$ cat src/rtl/precision_tran_down_pipe.sv
// Two-stage streaming float narrowing converter (default FP16 E5M10 -> FP8 E4M3).
// S1 classifies and rebiases; S2 rounds to nearest even, packs and raises per-sample flags.
module precision_tran_down_pipe #(
    parameter int unsigned EXP_WIDTH_IN   = 5,
    parameter int unsigned FRAC_WIDTH_IN  = 10,
    parameter int unsigned EXP_WIDTH_OUT  = 4,
    parameter int unsigned FRAC_WIDTH_OUT = 3
) (
    input  logic                                    clk,
    input  logic                                    rst_n,
    input  logic                                    in_valid,
    output logic                                    in_ready,
    input  logic [EXP_WIDTH_IN+FRAC_WIDTH_IN:0]     float_num_in,
    output logic                                    out_valid,
    input  logic                                    out_ready,
    output logic [EXP_WIDTH_OUT+FRAC_WIDTH_OUT:0]   float_num_out,
    output logic                                    invalid,
    output logic                                    overflow,
    output logic                                    underflow,
    input  logic                                    clr_flags,
    output logic [2:0]                              sticky_flags
);

    localparam int unsigned EI   = EXP_WIDTH_IN;
    localparam int unsigned FI   = FRAC_WIDTH_IN;
    localparam int unsigned EO   = EXP_WIDTH_OUT;
    localparam int unsigned FO   = FRAC_WIDTH_OUT;
    localparam int unsigned EW   = EI + 2;
    localparam int unsigned DROP = FI - FO;
    localparam int unsigned OW   = 1 + EO + FO;

    localparam int unsigned BIAS_IN  = (1 << (EI - 1)) - 1;
    localparam int unsigned BIAS_OUT = (1 << (EO - 1)) - 1;

    localparam logic [EW-1:0]   BIAS_DIFF   = EW'(BIAS_IN - BIAS_OUT);
    localparam logic [EW-1:0]   EXP_MAX     = EW'((1 << EO) - 1);
    localparam logic [DROP-1:0] STICKY_MASK = DROP'((1 << (DROP - 1)) - 1);
    localparam logic [FO-1:0]   NAN_FRAC    = FO'(1 << (FO - 1));

    typedef enum logic [1:0] {ClsNorm, ClsZero, ClsInf, ClsNan} cls_e;

    logic          in_sign;
    logic [EI-1:0] in_exp;
    logic [FI-1:0] in_frac;

    assign in_sign = float_num_in[EI+FI];
    assign in_exp  = float_num_in[EI+FI-1:FI];
    assign in_frac = float_num_in[FI-1:0];

    // Handshake
    logic s1_valid_q;
    logic s2_valid_q;
    logic s2_adv;

    assign s2_adv   = !s2_valid_q || out_ready;
    assign in_ready = !s1_valid_q || s2_adv;

    // Stage 1: classify, rebias, split fraction into kept/guard/sticky
    cls_e          s1_cls_d;
    logic [EW-1:0] s1_e_d;

    always_comb begin
        s1_cls_d = ClsNorm;
        if (in_exp == '1) begin
            s1_cls_d = (in_frac != '0) ? ClsNan : ClsInf;
        end else if (in_exp == '0) begin
            s1_cls_d = ClsZero;
        end
    end

    // Two's-complement exponent; two extra bits cover the full signed range.
    assign s1_e_d = {2'b00, in_exp} - BIAS_DIFF;

    cls_e          s1_cls_q;
    logic          s1_sign_q;
    logic [EW-1:0] s1_e_q;
    logic [FO-1:0] s1_frac_q;
    logic          s1_guard_q;
    logic          s1_sticky_q;

    always_ff @(posedge clk or negedge rst_n) begin
        if (!rst_n) begin
            s1_valid_q  <= 1'b0;
            s1_cls_q    <= ClsZero;
            s1_sign_q   <= 1'b0;
            s1_e_q      <= '0;
            s1_frac_q   <= '0;
            s1_guard_q  <= 1'b0;
            s1_sticky_q <= 1'b0;
        end else if (in_ready) begin
            s1_valid_q <= in_valid;
            if (in_valid) begin
                s1_cls_q    <= s1_cls_d;
                s1_sign_q   <= in_sign;
                s1_e_q      <= s1_e_d;
                s1_frac_q   <= in_frac[FI-1:DROP];
                s1_guard_q  <= in_frac[DROP-1];
                s1_sticky_q <= |(in_frac[DROP-1:0] & STICKY_MASK);
            end
        end
    end

    // Stage 2: round-to-nearest-even, overflow/underflow decisions, packing
    logic          round_up;
    logic [FO:0]   frac_sum;
    logic          carry;
    logic [EW-1:0] e_rnd;
    logic          e_low;

    assign round_up = s1_guard_q & (s1_sticky_q | s1_frac_q[0]);
    assign frac_sum = {1'b0, s1_frac_q} + {{FO{1'b0}}, round_up};
    assign carry    = frac_sum[FO];
    assign e_rnd    = s1_e_q + {{(EW-1){1'b0}}, carry};
    // Underflow is judged on the pre-rounding exponent.
    assign e_low    = s1_e_q[EW-1] || (s1_e_q == '0);

    logic [OW-1:0] out_d;
    logic          inv_d;
    logic          ovf_d;
    logic          unf_d;

    always_comb begin
        out_d = {s1_sign_q, {(EO+FO){1'b0}}};
        inv_d = 1'b0;
        ovf_d = 1'b0;
        unf_d = 1'b0;
        unique case (s1_cls_q)
            ClsNan: begin
                out_d = {s1_sign_q, {EO{1'b1}}, NAN_FRAC};
                inv_d = 1'b1;
            end
            ClsInf: begin
                out_d = {s1_sign_q, {EO{1'b1}}, {FO{1'b0}}};
            end
            ClsZero: begin
                out_d = {s1_sign_q, {(EO+FO){1'b0}}};
            end
            ClsNorm: begin
                if (e_low) begin
                    unf_d = 1'b1;
                end else if (!e_rnd[EW-1] && (e_rnd >= EXP_MAX)) begin
                    out_d = {s1_sign_q, {EO{1'b1}}, {FO{1'b0}}};
                    ovf_d = 1'b1;
                end else begin
                    out_d = {s1_sign_q, e_rnd[EO-1:0], carry ? {FO{1'b0}} : frac_sum[FO-1:0]};
                end
            end
        endcase
    end

    logic [OW-1:0] out_q;
    logic          inv_q;
    logic          ovf_q;
    logic          unf_q;

    always_ff @(posedge clk or negedge rst_n) begin
        if (!rst_n) begin
            s2_valid_q <= 1'b0;
            out_q      <= '0;
            inv_q      <= 1'b0;
            ovf_q      <= 1'b0;
            unf_q      <= 1'b0;
        end else if (s2_adv) begin
            s2_valid_q <= s1_valid_q;
            if (s1_valid_q) begin
                out_q <= out_d;
                inv_q <= inv_d;
                ovf_q <= ovf_d;
                unf_q <= unf_d;
            end
        end
    end

    assign out_valid     = s2_valid_q;
    assign float_num_out = out_q;
    assign invalid       = inv_q;
    assign overflow      = ovf_q;
    assign underflow     = unf_q;

    // Sticky flags: a clear never swallows a flag transferred in the same cycle.
    logic       xfer;
    logic [2:0] sticky_d;
    logic [2:0] sticky_q;

    assign xfer     = s2_valid_q && out_ready;
    assign sticky_d = (clr_flags ? 3'b000 : sticky_q) | (xfer ? {inv_q, ovf_q, unf_q} : 3'b000);

    always_ff @(posedge clk or negedge rst_n) begin
        if (!rst_n) begin
            sticky_q <= 3'b000;
        end else begin
            sticky_q <= sticky_d;
        end
    end

    assign sticky_flags = sticky_q;

endmodule

$ cat config.mk
export PLATFORM = sky130hd
export DESIGN_NAME = precision_tran_down_pipe
export DESIGN_NICKNAME = d
export VERILOG_FILES = /design/src/rtl/precision_tran_down_pipe.sv
export SDC_FILE = /design/constraint.sdc
export NUM_CORES = 1
export LEC_CHECK = 0
export CELL_PAD_IN_SITES_DETAIL_PLACEMENT = 0
export CELL_PAD_IN_SITES_GLOBAL_PLACEMENT = 1
export CORE_MARGIN = 2
export CORE_UTILIZATION = 40
export DETAILED_ROUTE_END_ITERATION = 10
export PLACE_DENSITY_LB_ADDON = 0.1
export SETUP_SLACK_MARGIN = 0.4
export SLEW_MARGIN = 20
export SYNTH_ARGS = -nofsm -noshare
export SYNTH_HDL_FRONTEND = slang
export SYNTH_SLANG_ARGS = --single-unit
export TNS_END_PERCENT = 100
$ cat constraint.sdc
create_clock -name clk -period 6.9 [get_ports clk]
set_clock_uncertainty 0.15 [all_clocks]
set_input_delay 1.38 -clock clk [delete_from_list [all_inputs] [get_ports clk]]
set_output_delay 1.38 -clock clk [all_outputs]
set_load 0.01 [all_outputs]
==> metrics.txt <==
status=completed; post_cts resized=0; Peak supply drop=0.132 mV; mean area per synthesized cell=approximately 11 sq um; Area Growth Syn to Fin=34.5%; length of routed met2 wiring=approximately 1400 microns; highest-count cells in the layout ignoring fill and taps=sky130_fd_sc_hd__clkdlybuf4s50_1, sky130_fd_sc_hd__dfrtp_1, sky130_fd_sc_hd__nand2_1; Die Footprint=4310 sq um; data arrival time at the worst-slack endpoint=2.66 ns; number of antenna diodes=0; crit-path cells=clkdlybuf4s50_1, nand3b_1, clkdlybuf4s50_1; count of buffers from port buffering=36; post-CTS clock slew at the launch and capture registers of the worst setup and hold paths=~0.060 ns; RSZ-0062 raised after global routing=no; ys flop type=sky130_fd_sc_hd__dfrtp_1; share of cells above drive strength 1=0.156; Antenna Violating Nets Remaining=0; final-layout setup total negative slack=0 ns; most frequent standard cell in the layout excluding fill and tap cells=sky130_fd_sc_hd__clkdlybuf4s50_1; top sig layer=met4; latest clock arrival within the worst-skew pair=0.28 ns; critical path required time=5.37 ns; final period utilization=0.607; largest net degree at the start of global routing=31; max_slew headroom=0.652; worst min-delay path class=flop to flop; Cell Pwr Density=approximately 280 nW/um^2; Met1 Routed Length=1330 microns; EDFF count, synth=0; placeable core area=3660 sq um; max-slew violations=0; unique cell type count in the Yosys netlist=39; Crit path largest cell delay=0.56 ns; All-Layer GR Usage=0.162; flop and latch count out of synthesis=30; Post-layout nets=205; wire length of the first global-routing pass=5160 microns; Synthesized Nets=roughly 160; last weighted congestion value of the routability-driven placer=0.754; vias in the first global route=1,217; Post-Syn Area=1520 sq um; Iteration-0 DRC Markers=58; worst-margin pin slew=0.520 ns; most frequent cell on the critical path=sky130_fd_sc_hd__clkdlybuf4s50_1; final core utilization=0.558; async set-reset flop share out of synthesis=1.00; Post-Place Setup Slack=2.72 ns; total number of yosys warnings=0; buffer levels on the longest clock path=2; number of core rows=22; sum of net half-perimeters after detailed placement=2280 microns; y dimension of the die=~66 microns; length of routed met3 wiring=around 170 microns; Filler cells=about 350; number of max-cap violations=0; startpoint class of the critical path=primary input; overall power=0.566 mW; gate count of the mapped netlist=between 100 and 150; Clock Tree Root=sky130_fd_sc_hd__clkbuf_8; Worst path slowest cell=sky130_fd_sc_hd__clkdlybuf4s50_1; number of antenna violations at the first check in global routing=0; Peak Freq=between 0.2 and 0.25 GHz; number of CTS-inserted buffers=5; Via-to-Cell Ratio=5.15; count of H-tree levels built during CTS=2; largest fanout on the critical path=5; Total Wirelength=2960 microns; standby leakage power=0.868 nW; element type at the critical path end=primary output; DRC errors left=0; final-report hold violation count=0; First-pass DRT Iterations=4; clock net sink count=30; crit path time final=~4.2 ns; hold buffer count at CTS=0; setup violation total in the final timing report=0; portion of the post-synthesis area used by sequential elements=0.495; Via Count=1,175; TritonCTS clock tree=built; final worst-path setup slack=2.71 ns; Crit Path Class=primary input to primary output; starting density of the core=0.415; Die W=~66 microns; global route total overflow=0; routed length per instance=13.0 microns; post-CTS setup repair buffer count=0; number of I/O pins=37
==> metal layers <==
| layer | GRT usage | up-vias |
|---|---|---|
| li1 | - | 592 |
| met2 | 0.273 | 33 |
| met4 | 0.0964 | 0 |
| met3 | 0.0428 | 8 |
| met1 | 0.184 | 542 |
| met5 | 0 | - |
==> stage by stage <==
| stage | hold slack [ns] | instance area, sq um | instances |
|---|---|---|---|
| 6_report | 0.321 | 2040 | 228 |
| 5_1_grt | 0.365 | 2040 | 228 |
| 4_1_cts | 0.331 | 2040 | 228 |
| 3_5_place_dp | 0.315 | 1930 | 220 |
| 3_3_place_gp | 0.303 | 1930 | 220 |
| 2_1_floorplan | 0.283 | 1520 | 138 |
==> Yosys cell counts, types with 3 or more instances <==
library cell               count  area, sq um
sky130_fd_sc_hd__dfrtp_1      29          726
sky130_fd_sc_hd__nand2_1      17         63.8
sky130_fd_sc_hd__mux2_2        9          101
sky130_fd_sc_hd__o21ai_0       9         45.0
sky130_fd_sc_hd__inv_1         8         30.0
sky130_fd_sc_hd__nand3_1       7         35.0
sky130_fd_sc_hd__ha_1          5         62.6
sky130_fd_sc_hd__nand3b_1      4         30.0
sky130_fd_sc_hd__o22ai_1       4         25.0
sky130_fd_sc_hd__a31oi_1       3         18.8
sky130_fd_sc_hd__a32o_1        3         30.0
sky130_fd_sc_hd__nor2_1        3         11.3
==> cells by family after synthesis <==
kind of cell               count (synthesis)  share of synthesized area
and+or+nand+nor                           48                      0.193
DFF                                       30                      0.495
AOI/OAI and AO/OA                         32                      0.150
xor gates and xnor gates                   3                     0.0222
muxes                                      9                     0.0667
buffers and inverters                     11                     0.0329
adders and majority gates                  5                     0.0412
==> worst max-delay path, delay by kind of cell <==
kind,cells,cell delay (ns)
simple gates,1,0.19
buf+inv,2,1.09
==> area by class of cell <==
class	instances	area [sq um]	share of cell area
Clock inverter	1	30.0	0.0147
Multi-Input combinational cell	97	718	0.351
Tap cell	48	60.1	0.0294
Timing Repair Buffer	37	368	0.180
Clock buffer	7	86.3	0.0422
Inverter	8	30.0	0.0147
Sequential cell	30	752	0.368
==> final timing paths <==
check | cells past startpoint | end | slack [ns] | startpoint
worst max register to register | 9 | float_num_out[2] | 4.48 | s1_frac_q[0]
max in group asynchronous | 2 | s1_cls_q[0] | 4.94 | rst_n
worst max-delay path | 3 | in_ready | 2.71 | out_ready
min in group asynchronous | 2 | float_num_out[3] | 1.34 | rst_n
worst min-delay path | 2 | float_num_out[7] | 0.32 | s1_sign_q
worst min register to register | 2 | float_num_out[7] | 0.32 | s1_sign_q
==> sequential cells by signal (all words and copies together), names as in the netlist <==
| register | flops |
|---|---|
| float_num_out | 8 |
| s1_e_q | 6 |
| s1_frac_q | 3 |
| sticky_flags | 3 |
| s1_cls_q | 2 |
| invalid | 1 |
| out_valid | 1 |
| overflow | 1 |
| s1_guard_q | 1 |
| s1_sign_q | 1 |
| s1_sticky_q | 1 |
| s1_valid_q | 1 |
| underflow | 1 |
==> power breakdown <==
group / internal [mW] / total, mW / switching (mW)
Sequential: 0.208 / 0.236 / 0.0286
Clock: 0.118 / 0.181 / 0.0635
Combinational: 0.0864 / 0.149 / 0.0625
Note: power is estimated with default switching activity, not from simulation.
